**src/rtl/servile_arb_pkg.sv**
```systemverilog
// rtl/servile_arb_pkg.sv - shared types and constants for the SERV SRAM arbiter
package servile_arb_pkg;

    typedef enum logic [1:0] {
        IDLE,
        XFER,
        WAIT_RD,
        ACK
    } arb_state_t;

    // Byte address where the register file begins: it fills the top of the SRAM.
    function automatic int rf_base(input int depth, input int rf_regs);
        return depth - 4 * rf_regs;
    endfunction

endpackage

```
**src/rtl/servile_sram_arbiter.sv**
```systemverilog
// rtl/servile_sram_arbiter.sv - shares one byte-wide SRAM between the SERV register file and the Wishbone data bus
module servile_sram_arbiter
    import servile_arb_pkg::*;
#(
    parameter int depth   = 1024,
    parameter int rf_regs = 36,
    localparam int aw     = $clog2(depth)
) (
    input  logic          i_clk,
    input  logic          i_rst,

    input  logic [7:0]    i_rf_waddr,
    input  logic [7:0]    i_rf_wdata,
    input  logic          i_rf_wen,
    input  logic [7:0]    i_rf_raddr,
    input  logic          i_rf_ren,
    output logic [7:0]    o_rf_rdata,

    input  logic [aw-1:2] i_wb_adr,
    input  logic [31:0]   i_wb_dat,
    input  logic [3:0]    i_wb_sel,
    input  logic          i_wb_we,
    input  logic          i_wb_stb,
    output logic [31:0]   o_wb_rdt,
    output logic          o_wb_ack,

    output logic [aw-1:0] o_sram_waddr,
    output logic [7:0]    o_sram_wdata,
    output logic          o_sram_wen,
    output logic [aw-1:0] o_sram_raddr,
    output logic          o_sram_ren,
    input  logic [7:0]    i_sram_rdata
);

    localparam logic [aw-1:0] RF_BASE = aw'(rf_base(depth, rf_regs));

    arb_state_t     state;
    arb_state_t     state_nxt;

    logic [aw-1:2]  adr_q;
    logic [31:0]    dat_q;
    logic [3:0]     sel_q;
    logic           we_q;
    logic [1:0]     cnt;
    logic           rd_pend;
    logic [1:0]     rd_lane;

    logic           rf_busy;
    logic           wb_issue;
    logic           wb_start;
    logic [aw-1:0]  wb_addr;

    // Any RF activity steals the whole cycle from the bus, keeping RF latency fixed.
    assign rf_busy  = i_rf_wen | i_rf_ren;
    assign wb_issue = (state == XFER) && !rf_busy;
    assign wb_start = (state == IDLE) && i_wb_stb && !o_wb_ack;
    assign wb_addr  = {adr_q, cnt};

    assign o_wb_ack   = (state == ACK);
    assign o_rf_rdata = i_sram_rdata;

    always_comb begin
        o_sram_waddr = wb_addr;
        o_sram_wdata = dat_q[{cnt, 3'b000} +: 8];
        o_sram_wen   = wb_issue && we_q && sel_q[cnt];
        if (i_rf_wen) begin
            o_sram_waddr = RF_BASE + aw'(i_rf_waddr);
            o_sram_wdata = i_rf_wdata;
            o_sram_wen   = 1'b1;
        end
    end

    always_comb begin
        o_sram_raddr = wb_addr;
        o_sram_ren   = wb_issue && !we_q;
        if (i_rf_ren) begin
            o_sram_raddr = RF_BASE + aw'(i_rf_raddr);
            o_sram_ren   = 1'b1;
        end
    end

    always_comb begin
        state_nxt = state;
        case (state)
            IDLE:    if (wb_start) state_nxt = XFER;
            XFER:    if (wb_issue && (cnt == 2'd3)) state_nxt = we_q ? ACK : WAIT_RD;
            WAIT_RD: state_nxt = ACK;
            ACK:     state_nxt = IDLE;
            default: state_nxt = IDLE;
        endcase
    end

    always_ff @(posedge i_clk or posedge i_rst) begin
        if (i_rst) begin
            state    <= IDLE;
            adr_q    <= '0;
            dat_q    <= '0;
            sel_q    <= '0;
            we_q     <= 1'b0;
            cnt      <= 2'd0;
            rd_pend  <= 1'b0;
            rd_lane  <= 2'd0;
            o_wb_rdt <= '0;
        end else begin
            state <= state_nxt;
            if (wb_start) begin
                adr_q <= i_wb_adr;
                dat_q <= i_wb_dat;
                sel_q <= i_wb_sel;
                we_q  <= i_wb_we;
                cnt   <= 2'd0;
            end else if (wb_issue) begin
                cnt <= cnt + 2'd1;
            end
            // Read data returns one cycle after issue; remember which lane it belongs to.
            rd_pend <= wb_issue && !we_q;
            if (wb_issue) rd_lane <= cnt;
            if (rd_pend) o_wb_rdt[{rd_lane, 3'b000} +: 8] <= i_sram_rdata;
        end
    end

endmodule

```
**config.mk**
```make
export PLATFORM = sky130hd
export DESIGN_NAME = servile_sram_arbiter
export DESIGN_NICKNAME = d
export VERILOG_FILES = /design/src/rtl/servile_arb_pkg.sv /design/src/rtl/servile_sram_arbiter.sv
export SDC_FILE = /design/constraint.sdc
export NUM_CORES = 1
export LEC_CHECK = 0
export CAP_MARGIN = 20
export CORE_AREA = 4 4 106 108
export CTS_CLUSTER_SIZE = 20
export DETAILED_ROUTE_END_ITERATION = 10
export DIE_AREA = 0 0 110 112
export PLACE_DENSITY_LB_ADDON = 0.25
export SETUP_SLACK_MARGIN = 0.05
export SLEW_MARGIN = 20
export SYNTH_ARGS = -nofsm -noshare
export SYNTH_HDL_FRONTEND = slang
export SYNTH_SLANG_ARGS = --single-unit
export TNS_END_PERCENT = 50
```
**constraint.sdc**
```tcl
create_clock -name i_clk -period 3.3 [get_ports i_clk]
set_input_delay 0.66 -clock i_clk [delete_from_list [all_inputs] [get_ports i_clk]]
set_output_delay 0.66 -clock i_clk [all_outputs]
set_load 0.01 [all_outputs]
```
Word level (Yosys, flattened, before mapping)
Cells that the tools add are included.
- flip-flop bits (word level): 84
- bits of input ports: 82
- output and inout bits: 71
- logic and storage cells: 51
- $add $sub $neg: 4
- order comparisons: 1
- equality and inequality tests: 6
- shift-type cells: 3
- multiplexer cells: 14
- bitwise gates (word level): 1
- reduce and logical (&&, ||, !) cells: 13
- operators by type and width (operator ; number):
    32-bit bitwise mux ; 1
    8-bit by 7-bit variable shift with 32-bit output, first input constant ; 1
    32-bit by 6-bit variable part select with 8-bit output ; 1
    8-bit by 7-bit variable part select with 32-bit output ; 1
    9-bit by 9-bit adder with 10-bit output, first input constant ; 2
    10-bit 2-to-1 mux ; 2
    2-bit 2-to-1 mux ; 4
    8-bit 2-to-1 mux ; 1
    2-bit case mux with 4 select lines ; 1
    1-bit logical AND ; 7
    5-bit negator with 7-bit output ; 1
    2-bit == test, second input constant ; 3
    1-bit 2-to-1 mux ; 4
    1-bit zero test ; 3
    2-bit by 3-bit less-than comparator with 1-bit output, second input constant ; 1
    2-bit by 1-bit adder with 2-bit output, second input constant ; 1
    1-bit binary-select mux with 2-bit select ; 1
    2-bit by 1-bit == test with 1-bit output, second input constant ; 1
    2-bit zero test ; 1
    2-bit by 1-bit != test with 1-bit output, second input constant ; 1
    2-bit != test, second input constant ; 1
    2-bit AND reduction ; 1
    2-bit nonzero test ; 1
    1-bit OR ; 1

Longest topological paths before layout
- word-level depth: 6
- gate-level depth with buffers: 7
- mapped depth without buffers: 5

Worst setup path before layout
No wires, ideal clock.
- kind: input port to output port
- from: input port i_rf_wen
- to: output port o_sram_ren
- arrival: 1.574 ns
- data required time: 2.640 ns
- slack: 1.066 ns
- stages: 3
- path buffers: 1
- cell sequence: buf_2 -> or3b_2 -> o21ai_0
- cells in the longest elaborated chain, start to end: 5
- RTL lines (item ; line ; text):
    from (decl) ; servile_sram_arbiter.sv:14 ; input logic i_rf_wen,
    1-bit OR ; servile_sram_arbiter.sv:54 ; assign rf_busy = i_rf_wen | i_rf_ren;
    1-bit zero test ; servile_sram_arbiter.sv:55 ; assign wb_issue = (state == XFER) && !rf_busy;
    1-bit logical AND ; servile_sram_arbiter.sv:55 ;
    1-bit logical AND ; servile_sram_arbiter.sv:75 ; o_sram_ren = wb_issue && !we_q;
    1-bit 2-to-1 mux ; servile_sram_arbiter.sv:76 ; if (i_rf_ren) begin
    to (decl) ; servile_sram_arbiter.sv:31 ; output logic o_sram_ren,
Every way passes these cells.

Final worst setup path
- from: register state[1]
- to: output port o_sram_ren
- cells in the longest elaborated chain, start to end: 4
- RTL lines (item ; line ; text):
    from (decl) ; servile_sram_arbiter.sv:37 ; arb_state_t state;
    from (signal assigned) ; servile_sram_arbiter.sv:105 ; state <= state_nxt;
    2-bit by 1-bit == test with 1-bit output ; servile_sram_arbiter.sv:55 ;
    1-bit logical AND ; servile_sram_arbiter.sv:55 ;
    1-bit logical AND ; servile_sram_arbiter.sv:75 ;
    1-bit 2-to-1 mux ; servile_sram_arbiter.sv:76 ;
Every way passes these cells.

==> metrics.md <==
| Metric | Value |
|---|---|
| Final Cycle Share | 92.53% |
| DIE WIDTH | 110 um |
| Worst Slack Setup Final | 0.2464 ns |
| Syn Area/Cell | 13.82 um2 |
| Switch Pwr | 1325 uW |
| Setup violations, final | 0 |
| 1st-iter DRT viols | 46 |
| Global-route wire length before repair | 16.37 mm |
| Max Fclk | 327.5 MHz |
| Skew-Pair Late Insertion Delay | 0.34 ns |
| Share of layout cells above drive strength 1 | 22.82% |
| Worst path depth | 5 |
| Setup WS pre-CTS | 0.2929 ns |
| Antenna viol nets, final | 0 |
| Slew margin rel. | 55.73% |
| Initial antenna violation count | 0 |
| Share of power burned in registers | 40.1% |
| Worst setup SP type | flip-flop |
| WP data arrival | 2.39 ns |
| Final Critical Period | 3.054 ns |
| Synth Register Bits | 84 |
| Synth cell types | 35 |
| Met1 GRT Util | 19.73% |
| LEAKAGE | 0.002466 uW |
| DP HPWL | 7.797 mm |
| Met3 GRT Util | 6.493% |
| Post_cts resized | 0 |
| CP Cell Sequence | inv_1 > ha_1 > or3b_2 > o21ai_0 > clkdlybuf4s50_1 |
| Nets | 535 |
| Slowest-stage cell, CP | clkdlybuf4s50_1 |
| Vias | 2910 |
| Worst Setup SP | state[1] |
| Area leader, netlist | dfrtp_1 |
| Hold slack | 0.4875 ns |
| Clk pwr share | 16.0% |
| Status | completed |
| DR pass1 iterations | 4 |
| DRC | 0 |
| Area fraction of the dominant cell type after synthesis | 52.09% |
| Syn Inst Count | 292 |
| Reg-to-Reg End | state[1] |
| Total GRT Usage | 17.11% |
| Reg2Reg Launch Point | cnt[1] |
| Vias/cell | 4.991 |
| Fin Setup TNS | 0 ns |
| Yosys warning count | 0 |
| Max Cap Viol | 0 |
| Worst reg2reg path depth | 4 |
| Critical Path RT | 2.64 ns |
| Initial core utilization | 39.44% |
| Critical-path maximum fanout | 6 |
| Max H-tree Level | 3 |
| Critical path type | flip-flop to output pin |
| # hold bufs at CTS | 0 |
| Finished Core Util | 57.17% |
| DIE HEIGHT | 112 um |
| Max-slew violations | 0 |
| Comb pwr share | 43.9% |
| CTS tree | yes |
| I/O Buffers | 152 |
| Synthesis-to-finish area growth | 44.96% |
| Root Driver | clkbuf_8 |
| DRT Wirelength | 10.20 mm |
| DR WL/cell | 17.49 um |
| TritonCTS buffer count | 9 |
| PwrDens | 714.2 nW/um2 |
| Largest delay share family, worst path | buffers and inverters |
| Worst setup EP type | output pin |
| Clk buf depth | 2 |
| Internal power | 2852 uW |
| Hold Path Origin | o_wb_rdt[20] |
| RSZ-0062 raised after global routing | no |
| Overall die area | 12320 um2 |
| Flop2flop setup slack | 1.26 ns |
| # clock sinks | 84 |
| Setup Skew | 0.006347 ns |
| Overflow left after global routing | 0 |
| Syn nets | 385 |
| IO Count | 153 |
| CP Capture Point | o_sram_ren |
| Antenna cell count | 0 |
| Setup bufs post-CTS | 0 |
| Vias in the first global route | 3216 |
| Max VDD drop | 456.1 uV |
| WHS Path Cells | 2 |
| CP peak stage delay | 0.56 ns |
| Final Hold Vio Count | 0 |
| Sequential area share after synthesis | 52.09% |
| Global-route layer with the greatest usage | met2 |
| Slew @ Worst Pin | 0.6641 ns |
| Min-Delay Path Class | flip-flop to flip-flop |
| Met2 Track Usage GR | 29.81% |
| Sw frac | 31.73% |
| Floorplan row count | 37 |
| Largest net degree at the start of global routing | 48 |
| Gp weighted congestion | 0.8051 |
| Syn Std Cell Area | 4035 um2 |
| Clk slew on worst S/H paths | 0.09 ns |
| Synth area leaders | dfrtp_1 52%, mux2_2 18%, a22o_1 6.7% |
| Buffers & Inverters on Critical Path | 2 |
| CORE AREA | 10230 um2 |
## final cells by class
class	count	area (um2)
clock buffer	9	123.9
fill	865	4382
sequential	84	2102
inverter	14	53.80
tap	136	170.2
multi-input combinational	175	1763
timing repair buffer	158	1579
clock inverter	7	57.56
## synth_stat cells (all sizes together)
| master | count |
|---|---|
| dfrtp | 84 |
| mux2 | 64 |
| a22o | 31 |
| buf | 17 |
| inv | 14 |
| nand2 | 13 |
| ha | 11 |
| mux4 | 9 |
| nor2 | 8 |
| nand2b | 6 |
| nor3 | 5 |
| a31oi | 4 |
| mux2i | 4 |
| o21ai | 3 |
| or3b | 3 |
| xnor2 | 3 |
| clkbuf | 2 |
| o22a | 2 |
| a21oi | 1 |
| a221oi | 1 |
| a22oi | 1 |
| a2bb2oi | 1 |
| a41o | 1 |
| and3 | 1 |
| nor3b | 1 |
| nor4b | 1 |
| o41ai | 1 |
## per-layer routing
metal / vias to the layer above / routed length, um
li1: 1371 / -
met3: 8 / 759
met4: 0 / 94
met5: - / 0
met2: 85 / 5369
met1: 1446 / 3975
## worst min-delay path by stage
stage / endpoint / slack (ns)
after floorplan: rd_pend / 0.45
after global placement: o_wb_rdt[20] / 0.48
after detailed placement: o_wb_rdt[20] / 0.47
after CTS: o_wb_rdt[20] / 0.50
after global routing: o_wb_rdt[20] / 0.50
final: o_wb_rdt[20] / 0.49
## metrics by stage
step,instance area (um2),total power [uW],cells
5_1_grt,5849,4472,583
6_report,5849,4178,583
2_1_floorplan,4035,2780,292
3_5_place_dp,5668,3564,567
3_3_place_gp,5668,3501,567
4_1_cts,5849,4249,583
## power by group through the flow
| stage | logic (uW) | registers (uW) | clock network [uW] |
|---|---|---|---|
| after global routing | 1990 | 1740 | 744 |
| final | 1830 | 1680 | 667 |
| after CTS | 1870 | 1680 | 699 |
| after floorplan | 1130 | 1650 | 0 |
| after detailed placement | 1860 | 1710 | 0 |
| after global placement | 1810 | 1690 | 0 |
## cell usage in the layout (no fill, tap or decap), drive strengths merged, types with 8 or more instances in the layout
master and count:
clkdlybuf4s50 152, dfrtp 84, mux2 64, a22o 31, inv 16, nand2 13
ha 11, clkbuf 9, mux4 9, nor2 8
## worst reg2reg max path, delay by kind of cell, from the launching register on
| family | cells | cell delay [ns] |
|---|---|---|
| AOI/OAI and AO/OA | 1 | 0.17 |
| adders and majority gates | 1 | 0.26 |
| DFF | 1 | 0.77 |
| and+or+nand+nor | 1 | 0.39 |
| muxes | 1 | 0.35 |
## sequential cells by signal, summed over array words and instances, names as in the netlist, 2 cells and up
register / flops
dat_q: 32
o_wb_rdt: 32
adr_q: 8
sel_q: 4
cnt: 2
rd_lane: 2
state: 2
## kinds of logic (layout without fill, tap and decap cells)
kind of cell,count (synthesis),in the layout,synth area share [%]
xor gates and xnor gates,3,3,0.6513
muxes,77,77,24.16
DFF,84,84,52.09
adders and majority gates,11,11,3.411
and+or+nand+nor,38,38,5.799
buffers and inverters,33,188,4.403
AOI/OAI and AO/OA,46,46,9.488
Power figures use the tool's default switching activity.
